===== config.mk =====
export PLATFORM = sky130hd
export DESIGN_NAME = io_port_bridge
export DESIGN_NICKNAME = d
export VERILOG_FILES = /design/src/rtl/io_port_bridge.sv
export SDC_FILE = /design/constraint.sdc
export NUM_CORES = 1
export LEC_CHECK = 0
export CORE_UTILIZATION = 33
export CTS_CLUSTER_SIZE = 28
export DETAILED_ROUTE_END_ITERATION = 6
export PLACE_DENSITY = 0.5
export SYNTH_ARGS = -nofsm -noshare
export SYNTH_HDL_FRONTEND = slang
export SYNTH_SLANG_ARGS = --single-unit
export TNS_END_PERCENT = 5

===== constraint.sdc =====
create_clock -name clock -period 1.8 [get_ports clock]
set_input_delay 0.36 -clock clock [delete_from_list [all_inputs] [get_ports clock]]
set_output_delay 0.36 -clock clock [all_outputs]
set_load 0.01 [all_outputs]

===== src/rtl/io_port_bridge.sv =====
// io_port_bridge: decodes the processor's sequence-toggled write_out word into TX pushes / RX pops
// and serves read_in from the RX FIFO. Define IO_BRIDGE_OVF_EN to build the sticky tx_ovf flag.
module io_port_bridge #(
    parameter int DEPTH = 4
) (
    input  logic        clock,
    input  logic        rst,
    input  logic [15:0] proc_write_out,
    output logic [15:0] proc_read_in,
    output logic [13:0] host_tx_data,
    output logic        host_tx_valid,
    input  logic        host_tx_ready,
    input  logic [13:0] host_rx_data,
    input  logic        host_rx_valid,
    output logic        host_rx_ready,
    output logic        tx_ovf
);
    localparam int AW = $clog2(DEPTH);
    localparam logic [AW:0] PTR_ONE = 1;
    logic [15:0] wo_q;
    logic        seq_q, ev, tx_push, tx_pop, rx_push, rx_pop;
    logic        tx_empty, tx_full, rx_empty, rx_full;
    logic [AW:0] tx_wp, tx_rp, rx_wp, rx_rp;
    logic [13:0] tx_mem [DEPTH];
    logic [13:0] rx_mem [DEPTH];

    assign ev       = wo_q[14] != seq_q;
    assign tx_empty = tx_wp == tx_rp;
    assign tx_full  = tx_wp == {~tx_rp[AW], tx_rp[AW-1:0]};
    assign rx_empty = rx_wp == rx_rp;
    assign rx_full  = rx_wp == {~rx_rp[AW], rx_rp[AW-1:0]};
    // Fullness is taken before the host pop, so a push into a full FIFO is dropped even if a slot frees now.
    assign tx_push  = ev && !wo_q[15] && !tx_full;
    assign tx_pop   = !tx_empty && host_tx_ready;
    assign rx_push  = host_rx_valid && !rx_full;
    assign rx_pop   = ev && wo_q[15] && wo_q[0] && !rx_empty;

    assign host_tx_valid = !tx_empty;
    assign host_tx_data  = tx_empty ? 14'h0 : tx_mem[tx_rp[AW-1:0]];
    assign host_rx_ready = !rx_full;
    assign proc_read_in  = {!rx_empty, tx_full, rx_empty ? 14'h0 : rx_mem[rx_rp[AW-1:0]]};

    always_ff @(posedge clock or negedge rst) begin
        if (!rst) begin
            wo_q  <= '0;
            seq_q <= 1'b0;
        end else begin
            wo_q  <= proc_write_out;
            seq_q <= wo_q[14];
        end
    end

    always_ff @(posedge clock or negedge rst) begin
        if (!rst) begin
            tx_wp  <= '0;
            tx_rp  <= '0;
            tx_mem <= '{default: '0};
        end else begin
            if (tx_push) begin
                tx_mem[tx_wp[AW-1:0]] <= wo_q[13:0];
                tx_wp <= tx_wp + PTR_ONE;
            end
            if (tx_pop) tx_rp <= tx_rp + PTR_ONE;
        end
    end

    always_ff @(posedge clock or negedge rst) begin
        if (!rst) begin
            rx_wp  <= '0;
            rx_rp  <= '0;
            rx_mem <= '{default: '0};
        end else begin
            if (rx_push) begin
                rx_mem[rx_wp[AW-1:0]] <= host_rx_data;
                rx_wp <= rx_wp + PTR_ONE;
            end
            if (rx_pop) rx_rp <= rx_rp + PTR_ONE;
        end
    end

`ifdef IO_BRIDGE_OVF_EN
    always_ff @(posedge clock or negedge rst) begin
        if (!rst) tx_ovf <= 1'b0;
        else if (ev && !wo_q[15] && tx_full) tx_ovf <= 1'b1;
    end
`else
    assign tx_ovf = 1'b0;
`endif
endmodule


* Yosys cells after proc, flatten, opt, wreduce, memory -nomap -nowiden
Cells that the tools add are included.
** Word-level totals
- Register bits :: 141
- Output and inout bits :: 33
** Operators by class
- $add $sub $neg :: 4
- Magnitude comparators :: 6
- Eq/ne operators :: 5
- Multiplexer cells :: 14
- Bitwise operators :: 6
- Reduce and logical (&&, ||, !) cells :: 14
** Operators with widths (number)
- bitwise mux 56 bit :: 2
- 2-to-1 mux 14 bit :: 8
- binary-select mux 14 bit (select 2 bit) :: 2
- demux 14 bit (select 2 bit) :: 2
- adder 3 x 1 -> 3 bit, second input constant :: 4
- == test 3 bit :: 4
- >= comparator 3 bit, second input constant :: 4
- NOT 2 -> 3 bit :: 4
- logical AND 1 bit :: 9
- < comparator 3 x 1 -> 1 bit, second input constant :: 2
- logical NOT 1 bit :: 5
- NOT 1 bit :: 2
- inequality test 1 bit :: 1

* Logic depth before layout (Yosys ltp)
Gate-level depths: netlist of the first run.
- Depth in word-level cells :: 6
- Mapped depth :: 7
- Gate-level depth less buffers :: 4

* Worst setup path after synthesis of the first run
No wires, ideal clock.
- Path kind :: register to register
- From :: register tx_rp[0]
- To :: register tx_mem[24] (netlist name)
- Library setup time :: 127 ps
- Arrival :: 1780 ps
- Setup slack :: -108 ps
- Stages on the path, launching flop included :: 8
- Path buffers :: 3
- Clock period less this slack :: 1908 ps
- Path through :: dfrtp_1 > buf_6 > xnor2_2 > a311oi_4 > and2_1 > buf_4 > buf_12 > mux2_1
** Between the ends
- Word-level cells in the longest chain between the ends :: 3
** RTL lines
- start, declared :: line 23 : logic [AW:0] tx_wp, tx_rp, rx_wp, rx_rp;
- start signal, assigned :: line 63 : if (tx_pop) tx_rp <= tx_rp + PTR_ONE;
- == test 3 bit :: line 29 : assign tx_full = tx_wp == {~tx_rp[AW], tx_rp[AW-1:0]};
- logical NOT 1 bit :: line 33 : assign tx_push = ev && !wo_q[15] && !tx_full;
- logical AND 1 bit :: line 33
- end signal, assigned by index :: line 60 : tx_mem[tx_wp[AW-1:0]] <= wo_q[13:0];
- end, declared :: line 24 : logic [13:0] tx_mem [DEPTH];
No other way between the ends.
A chain may end at the register's enable or synchronous reset.

* Worst setup path in the final report of the first run
- From :: register tx_rp[0]
- To :: output port host_tx_data[9]
** Between the ends
- Word-level cells in the longest chain between the ends :: 5
** RTL lines
- NOT 2 -> 3 bit (implied by the code) :: line 39 : assign host_tx_data = tx_empty ? 14'h0 : tx_mem[tx_rp[AW-1:0]];
- binary-select mux 14 bit (select 2 bit) :: line 39
- 2-to-1 mux 14 bit (implied by the code) (2 in series) :: line 39
- 2-to-1 mux 14 bit (*) :: line 39
- end, declared :: line 10 : output logic [13:0] host_tx_data,
Mark *: on every way between the ends. The rest lies on a longest branch, timed or not. The select of a mux whose other input is x is not followed.

==> results of run 1 <==
-- critical path, stage by stage, from the launching register on --
cell	delay (ns)
dfrtp_2	0.43
clkbuf_16	0.17
xnor2_4	0.13
nand3b_1	0.18
buf_12	0.19
buf_8	0.12
and2_4	0.16
buf_6	0.11
-- registers in the layout, indices dropped and copies added, names as in the netlist --
signal  cells
tx_wp       3
rx_wp       3
tx_rp       3
tx_mem     56
rx_rp       3
wo_q       16
seq_q       1
rx_mem     56
-- cell families after synthesis --
logic type / count (synthesis) / synth area share [%]
other: 1 / 0.0584
buffers and inverters: 35 / 4.36
muxes: 142 / 31.1
AOI/OAI and AO/OA: 4 / 0.760
DFF: 141 / 54.9
and+or+nand+nor: 47 / 4.48
xor gates and xnor gates: 15 / 2.40
adders and majority gates: 10 / 1.95
-- power by group through the flow --
stage,logic (mW),registers (mW),clock network (mW)
global placement,8.19,5.42,0
CTS,9.25,5.44,3.67
floorplan,5.03,5.18,0
detailed placement,8.29,5.43,0
finish,9.24,5.44,3.56
global route,9.98,5.63,3.80
-- worst paths after layout --
check / slack, ns / to
setup / recovery: -0.46 / host_tx_data[9]
hold / removal: 0.34 / rx_mem[43]
setup reg to reg: -0.25 / tx_mem[0]
hold reg to reg: 0.41 / seq_q
max in group asynchronous: 0.84 / tx_mem[3]
min in group clock: 0.37 / wo_q[2]
-- metrics by stage --
stage               util, %  cell area (um^2)  TNS [ns]  worst slack [ns]  power (mW)
global placement       41.2              7780    -37.24            -0.327        13.6
CTS                    45.9              8670    -25.01            -0.492        18.4
floorplan                 -              6530     -4.53           -0.0667        10.2
finish                 46.1              8710    -22.45            -0.462        18.2
global route           46.1              8710    -30.41            -0.522        19.4
detailed placement     41.2              7780    -37.86            -0.348        13.7
-- final cells by class --
cell class	count	area, um^2
Fill cell	1681	10200
Sequential cell	141	3530
Multi-Input combinational cell	219	2850
Timing Repair Buffer	136	1380
Clock buffer	21	460
Tap cell	260	325
Clock inverter	11	141
Inverter	6	22.5
-- per-layer routing --
layer / vias to the layer above / part of all wire (%)
met5: - / 0
met4: 0 / 1.3
met3: 11 / 3.3
met2: 67 / 49
met1: 1879 / 46
li1: 1650 / -
-- what timing repair did --
| item | CTS | global route |
|---|---|---|
| hold endpoints to repair | 12 | 0 |
| setup buffers | 13 | 0 |
| setup endpoints to repair | 147 | 143 |
| gates resized for setup | 201 | 22 |
| pin swaps | 16 | 2 |
| hold buffers | 1 | 0 |
| cloned | 2 | 0 |
-- cell usage after synthesis (2+ instances only) --
cell	instances	area share, %
and2_1	22	2.1
buf_12	4	1.2
buf_2	7	0.55
buf_4	8	0.93
buf_6	6	1.1
clkbuf_1	4	0.23
dfrtp_1	141	55
ha_1	10	1.9
inv_1	6	0.35
mux2_1	85	15
mux2_2	8	1.4
mux2_4	21	4.9
mux4_2	27	9.5
nand2_1	4	0.23
nand3_1	2	0.16
nor2b_1	14	1.4
o21ai_0	2	0.16
xnor2_1	7	0.95
xnor2_2	3	0.76
xor2_1	5	0.68
==> impl_metrics.json, run 1 <==
{
  "clkSinkCount": 141,
  "maxCapViolations": 0,
  "internal_power_mw": 12.8,
  "path_max_fanout": 4,
  "routed_wl_mm": 13.5,
  "grt_use_met1_pct": 20.0,
  "placed_cells": 748,
  "grtUsageMet3_pct": 3.64,
  "async_reset_ff_share_pct": 100,
  "start_util_pct": 34.0,
  "drv_slew": 0,
  "syn_nets": 439,
  "seq_area_frac_synth_pct": 54.9,
  "synth_cell_types": 29,
  "p_sw_share_pct": 30.1,
  "cts_made_buffers": 17,
  "crit-reg2reg-launch": "tx_rp[0]",
  "syn_area_um2": 6420,
  "first_global_vias": 3955,
  "final_cell_mix": "dfrtp_1 (138), mux2_1 (55), mux2_4 (53)",
  "power_frac_clock_pct": 19.5,
  "place.gp.congestion": 0.722,
  "top_usage_layer": "met2",
  "max_freq_mhz": 442,
  "routedWlPerCell_um": 16.9,
  "clock-root-buffer": "clkbuf_16",
  "avgSynthCellArea_um2": 16.3,
  "combPwrFrac_pct": 50.7,
  "vias": 3607,
  "htreeDepth": 4,
  "core_um2": 18900,
  "fin_nets": 565,
  "setup_viol": 89,
  "clock_latency_ns": 0.42,
  "grt_pass1_wl_mm": 22.3,
  "cts_buffer_depth": 2,
  "hpwl_mm": 8.57,
  "firstDrtPassIters": 4,
  "instances_no_fill": 794,
  "startpoint_type": "register",
  "crit_type": "register to output port",
  "whs_ns": 0.336,
  "arrival_ns": 1.90,
  "finalCritPeriodShare_pct": 126,
  "finalCriticalPeriod_ns": 2.26,
  "antennaDiodeCount": 0,
  "antenna_found_initial": 0,
  "final-hold-violation-count": 0,
  "drc": 0,
  "rr_worst_depth": 7,
  "rsz0062_at_grt": "true",
  "ant_nets": 0,
  "area_growth_syn_to_layout_pct": 35.5,
  "ir_drop_mv": 1.02,
  "critPathLaunch": "tx_rp[0]",
  "fp.dieArea_um2": 20000,
  "p_per_area_nw_per_um2": 2100,
  "grt_max_degree": 56,
  "seq_power_share_pct": 29.8,
  "first_iter_violations": 87,
  "path_clk_slew_ns": 0.06,
  "status": "finished with violations",
  "synth_cells": 395,
  "ioPinCount": 67,
  "clock_skew_ns": 0.00645,
  "p_leak_nw": 3.85,
  "critPathRequiredTime_ns": 1.44,
  "track_usage_pct": 14.9,
  "synth-edff-count": 0,
  "drive_gt1_share_pct": 47.8,
  "ys_ff_latch": 141,
  "violations": "negative setup slack",
  "synth.yosys.warnings": 0,
  "die_w_um": 142,
  "hold_class": "input pin to async pin",
  "setup_slack_ns": -0.462,
  "endpoint_kind": "output port",
  "cts_tree": "done",
  "use_met2_pct": 23.4,
  "num_rows": 50,
  "gr-total-overflow": 0,
  "routed_via_density": 4.54,
  "final_common_cell": "dfrtp_1",
  "synthFlopType": "dfrtp_1",
  "fp.dieH_um": 142,
  "switchingPower_mw": 5.49,
  "port_buffers": 65
}
(Power assumes the default switching activity.)
==> run 2, diff against run 1 <==
--- a/config.mk
+++ b/config.mk
@@ -9,6 +9,7 @@
 export CTS_CLUSTER_SIZE = 28
 export DETAILED_ROUTE_END_ITERATION = 6
 export PLACE_DENSITY = 0.5
+export SKIP_CTS_REPAIR_TIMING = 1
 export SYNTH_ARGS = -nofsm -noshare
 export SYNTH_HDL_FRONTEND = slang
 export SYNTH_SLANG_ARGS = --single-unit
==> run 2 against run 1 <==
Effect of this change: the run still ends with negative setup slack left; largest cell class unchanged; die area did not move; setup slack improved by 0.012 ns; non-clock buffer count rose by 1.
==> impl_metrics.json, run 2 (synthesized netlist as in run 1, its figures left out) <==
{
  "regArea_um2": 3530,
  "crit-reg2reg-launch": "tx_rp[0]",
  "maxCapViolations": 0,
  "cts_buffer_depth": 2,
  "p_per_area_nw_per_um2": 2060,
  "status": "finished with violations",
  "cts_tree": "done",
  "place.gp.congestion": 0.722,
  "ir_drop_mv": 0.865,
  "clock_latency_ns": 0.42,
  "critPathRequiredTime_ns": 1.44,
  "vias": 3575,
  "drc": 0,
  "seq_power_share_pct": 30.5,
  "setup_slack_ns": -0.450,
  "wl_met1_mm": 6.28,
  "p_sw_share_pct": 30.2,
  "reg_top3": "rx_mem: 56 flops, tx_mem: 56 flops, wo_q: 16 flops",
  "fin_setup_tns_ns": -23.01,
  "startpoint_type": "register",
  "drv_slew": 0,
  "fp.dieH_um": 142,
  "ant_nets": 0,
  "grt_max_degree": 56,
  "dr_wl_met2_mm": 6.62,
  "path_max_fanout": 5,
  "routedWlPerCell_um": 17.0,
  "rsz0062_at_grt": "true",
  "gr-total-overflow": 0,
  "dp_slack_ns": -0.348,
  "hpwl_mm": 8.57,
  "first_iter_violations": 87,
  "p_leak_nw": 3.89,
  "fin_nets": 566,
  "cts_made_buffers": 17,
  "setup_viol": 89,
  "clock_skew_ns": 0.00630,
  "hold_class": "input pin to async pin",
  "port_buffers": 65,
  "grt_pass1_wl_mm": 21.4,
  "fillers": 1684,
  "crit_type": "register to output port",
  "combPwrFrac_pct": 49.7,
  "routed_wl_mm": 13.5,
  "clock-root-buffer": "clkbuf_16",
  "antennaDiodeCount": 0,
  "firstDrtPassIters": 4,
  "rr_worst_depth": 7,
  "clkSinkCount": 141,
  "core_um2": 18900,
  "multiInputGateArea_um2": 2900,
  "htreeDepth": 4,
  "regToRegSetupSlack_ns": -0.26,
  "routed_via_density": 4.50,
  "area_growth_syn_to_layout_pct": 35.5,
  "first_global_vias": 3829,
  "drive_gt1_share_pct": 49.7,
  "r2r-end": "tx_mem[0]",
  "start_util_pct": 34.0,
  "finalCritPeriodShare_pct": 125,
  "antenna_found_initial": 0,
  "final-hold-violation-count": 0,
  "top_layer": "met4",
  "fp.dieArea_um2": 20000,
  "arrival_ns": 1.89,
  "internal_power_mw": 12.5,
  "track_usage_pct": 14.3,
  "final_common_cell": "dfrtp_1",
  "final_cell_mix": "dfrtp_1 (138), mux2_4 (70), buf_4 (40)",
  "switchingPower_mw": 5.43,
  "power_frac_clock_pct": 19.8,
  "finalCriticalPeriod_ns": 2.25,
  "ioPinCount": 67,
  "max_freq_mhz": 445,
  "path_clk_slew_ns": 0.06,
  "num_rows": 50,
  "dr_wl_met3_um": 423,
  "finish.utilization_pct": 46.1,
  "violations": "negative setup slack",
  "endpoint_kind": "output port",
  "die_w_um": 142
}
## run 2: cell types whose count changed in the layout (fill, tap and decap cells not counted), sizes merged
cell          change
buf              -24
clkbuf           +24
dlymetal6s2s      +1
## run 2: final cells by class
type / instances / share of cell area, %
clock buffers: 21 / 5.29
flip-flops and latches: 141 / 40.6
inverters: 6 / 0.259
clock inverters: 11 / 1.62
well taps: 260 / 3.74
multi-input cells: 219 / 33.4
repair buffers: 137 / 15.2
## run 2: metal layers
| layer | global-route usage [%] | up-vias |
|---|---|---|
| met1 | 19.1 | 1853 |
| li1 | - | 1649 |
| met2 | 22.5 | 61 |
| met4 | 5.49 | 0 |
| met5 | 0 | - |
| met3 | 3.58 | 12 |
## run 2: worst max path at each step
stage,startpoint,end,slack (ns),cells after the start
after floorplan,tx_rp[1],tx_mem[10],-0.07,7
after global placement,rx_rp[0],proc_read_in[10],-0.33,4
after detailed placement,host_rx_valid,rx_mem[34],-0.35,6
after CTS,rx_rp[0],proc_read_in[10],-0.81,4
after global routing,tx_rp[0],host_tx_data[1],-0.51,7
final,tx_rp[0],host_tx_data[6],-0.45,7
## run 2: power groups by stage
stage / logic (mW) / registers [mW] / clock network [mW]
floorplan: 5.03 / 5.18 / 0
global placement: 8.19 / 5.42 / 0
detailed placement: 8.29 / 5.43 / 0
CTS: 8.34 / 5.41 / 3.67
global route: 9.66 / 5.65 / 3.80
finish: 8.92 / 5.47 / 3.55
## run 2: stage by stage
step                std cells  hold slack [ns]  power (mW)  cell area (um^2)
global placement          748            0.199        13.6              7780
finish                    795            0.338        17.9              8700
floorplan                 395           0.0644        10.2              6530
detailed placement        748            0.206        13.7              7780
CTS                       780           -0.249        17.4              8380
global route              795            0.339        19.1              8700
## run 2: worst max-delay path, cell delays in order (launching register included)
cell       delay, ns
dfrtp_2         0.43
clkbuf_16       0.17
xnor2_4         0.13
nand3b_1        0.15
buf_12          0.17
buf_4           0.15
and2_4          0.15
clkbuf_2        0.12
==> variant: new RTL, settings of run 1 <==
Change the parameter `DEPTH` from 4 to 2.
--- a/src/rtl/io_port_bridge.sv
+++ b/src/rtl/io_port_bridge.sv
@@ -1,7 +1,7 @@
 // io_port_bridge: decodes the processor's sequence-toggled write_out word into TX pushes / RX pops
 // and serves read_in from the RX FIFO. Define IO_BRIDGE_OVF_EN to build the sticky tx_ovf flag.
 module io_port_bridge #(
-    parameter int DEPTH = 4
+    parameter int DEPTH = 2
 ) (
     input  logic        clock,
     input  logic        rst,
Check against the original RTL: not equivalent (a bounded check fails within 4 cycles, from zero or initial values and one cycle with rst low).
==> variant against run 1 <==
Count of clock-buffer cells in the layout down 11; wire length down 47%; largest cell class unchanged; sequential cell count down 60; area after synthesis down 47%; critical path type unchanged; first-iteration DRC count down 89%; power down 43%; worst setup slack better by 0.32 ns; via count down 39%; final area down 43%; die area down 46%; the flow still finishes with violations (setup timing).
==> variant: results (changes against run 1) <==
- Sink Count: 81 (-43%)
- Arrival time worst endpoint: 1.58 ns (-0.32 ns)
- Post_cts resized: 190 (-5.5%)
- Skew final: 0.00735 ns (+0.000899 ns)
- Dpl ws: -0.116 ns (+0.232 ns)
- Core footprint: 9910 um^2 (-48%)
- Net Sw Frac: 0.355 (+0.0536)
- # fillers: 895 (-47%)
- Setup tns final: -2.77 ns (+19.68 ns)
- Slowest-stage cell, CP: dfrtp_1
- Max IR drop VDD: 0.881 mV (-13%)
- Synth Area in Compound Gates: 0.0315 (+0.0239)
- Post-detailed-routing wire length: 7080 um (-47%)
- Vias per Instance: 4.56 (+0.41%)
- Clock buffer count: 10 (-52%)
- Register area share after synthesis: 0.593 (+0.0442)
- Largest net degree at the start of global routing: 38 (-32%)
- Layout non-clock buf frac: 0.193 (+0.0343)
- Post-Place Cells: 458 (-39%)
- Clock-cell share of area: 0.0443 (-0.0248)
- Register area: 2030 um^2 (-43%)
- Root Buffer Master: clkbuf_8
- Share of cells above drive strength 1: 0.480 (+0.00236)
- Placer Congestion: 0.664 (-8.1%)
- Post-synthesis cell count: 243 (-38%)
- Global Route Usage Sum: 0.145 (-0.00361)
- Setup crit end: host_tx_data[5]
- Mux contribution to synthesized area: 0.267 (-0.0441)
- Per-cell routed wire length: 14.7 um (-13%)
- Top cells by area, synth: dfrtp_1 (59%), mux2_2 (18%), mux2i_1 (8.2%), nor2_1 (3.2%), xor2_1 (2.1%)
- Placed Area: 4440 um^2 (-43%)
- Unique cell type count in the Yosys netlist: 25 (-14%)
- Syn nets: 277 (-37%)
- Leakage: 2.21 nW (-43%)
- Inverters: 3 (-3)
- Final #Nets: 377 (-33%)
- Failing checks: setup timing
- HPWL after DPL: 4730 um (-45%)
- Num CTS Buffers: 9 (-8)
- Synth cell count leaders: dfrtp_1 (81), mux2_2 (56), nor2_1 (29)
- Hold Slack: 0.403 ns (+0.0670 ns)
- Min setup slack post-route: -0.137 ns (+0.325 ns)
- Multi-input comb cells: 146 (-33%)
- Register-to-register setup slack: -0.13 ns (+0.12 ns)
- RR Endpoint: tx_mem[18]
- Adder-cell area share of the yosys netlist: 0 (-0.0195)
- Crit path max fanout: 6 (+2)
- Hold crit path type: flip-flop to flip-flop
- Status: finished, violations left
- Drt pass-1 iters: 3 (-1)
- Fraction of area in multi-input gates: 0.319 (-0.00750)
- Post-synthesis xor/xnor area fraction: 0.0385 (+0.0145)
- Iter 0 DRT Violations: 10 (-89%)
- Final setup fails: 34 (-62%)
- Biggest regs: rx_mem (28), tx_mem (28), wo_q (16)
- Vias in the first global route: 2367 (-40%)
==> variant: cell families after synthesis <==
logic type | count (synthesis)
multiplexers | 84
flip-flops | 81
AND/OR/NAND/NOR | 36
buffers and inverters | 16
XOR/XNOR | 15
AO/OA/AOI/OAI | 10
other | 1
==> variant: power groups by stage <==
| stage | combinational, mW | clock (mW) | sequential, mW |
|---|---|---|---|
| floorplan | 2.82 | 0 | 2.92 |
| global placement | 5.37 | 0 | 2.99 |
| detailed placement | 5.39 | 0 | 3.01 |
| CTS | 5.84 | 1.51 | 3.05 |
| global route | 6.42 | 1.56 | 3.20 |
| finish | 5.92 | 1.44 | 3.09 |
==> variant: metal layers <==
metal	wire length, um	vias to the layer above	track usage
li1	-	1036	-
met1	3340	1112	0.189
met2	3310	38	0.227
met3	320	8	0.0478
met4	106	0	0.0520
met5	0	-	0
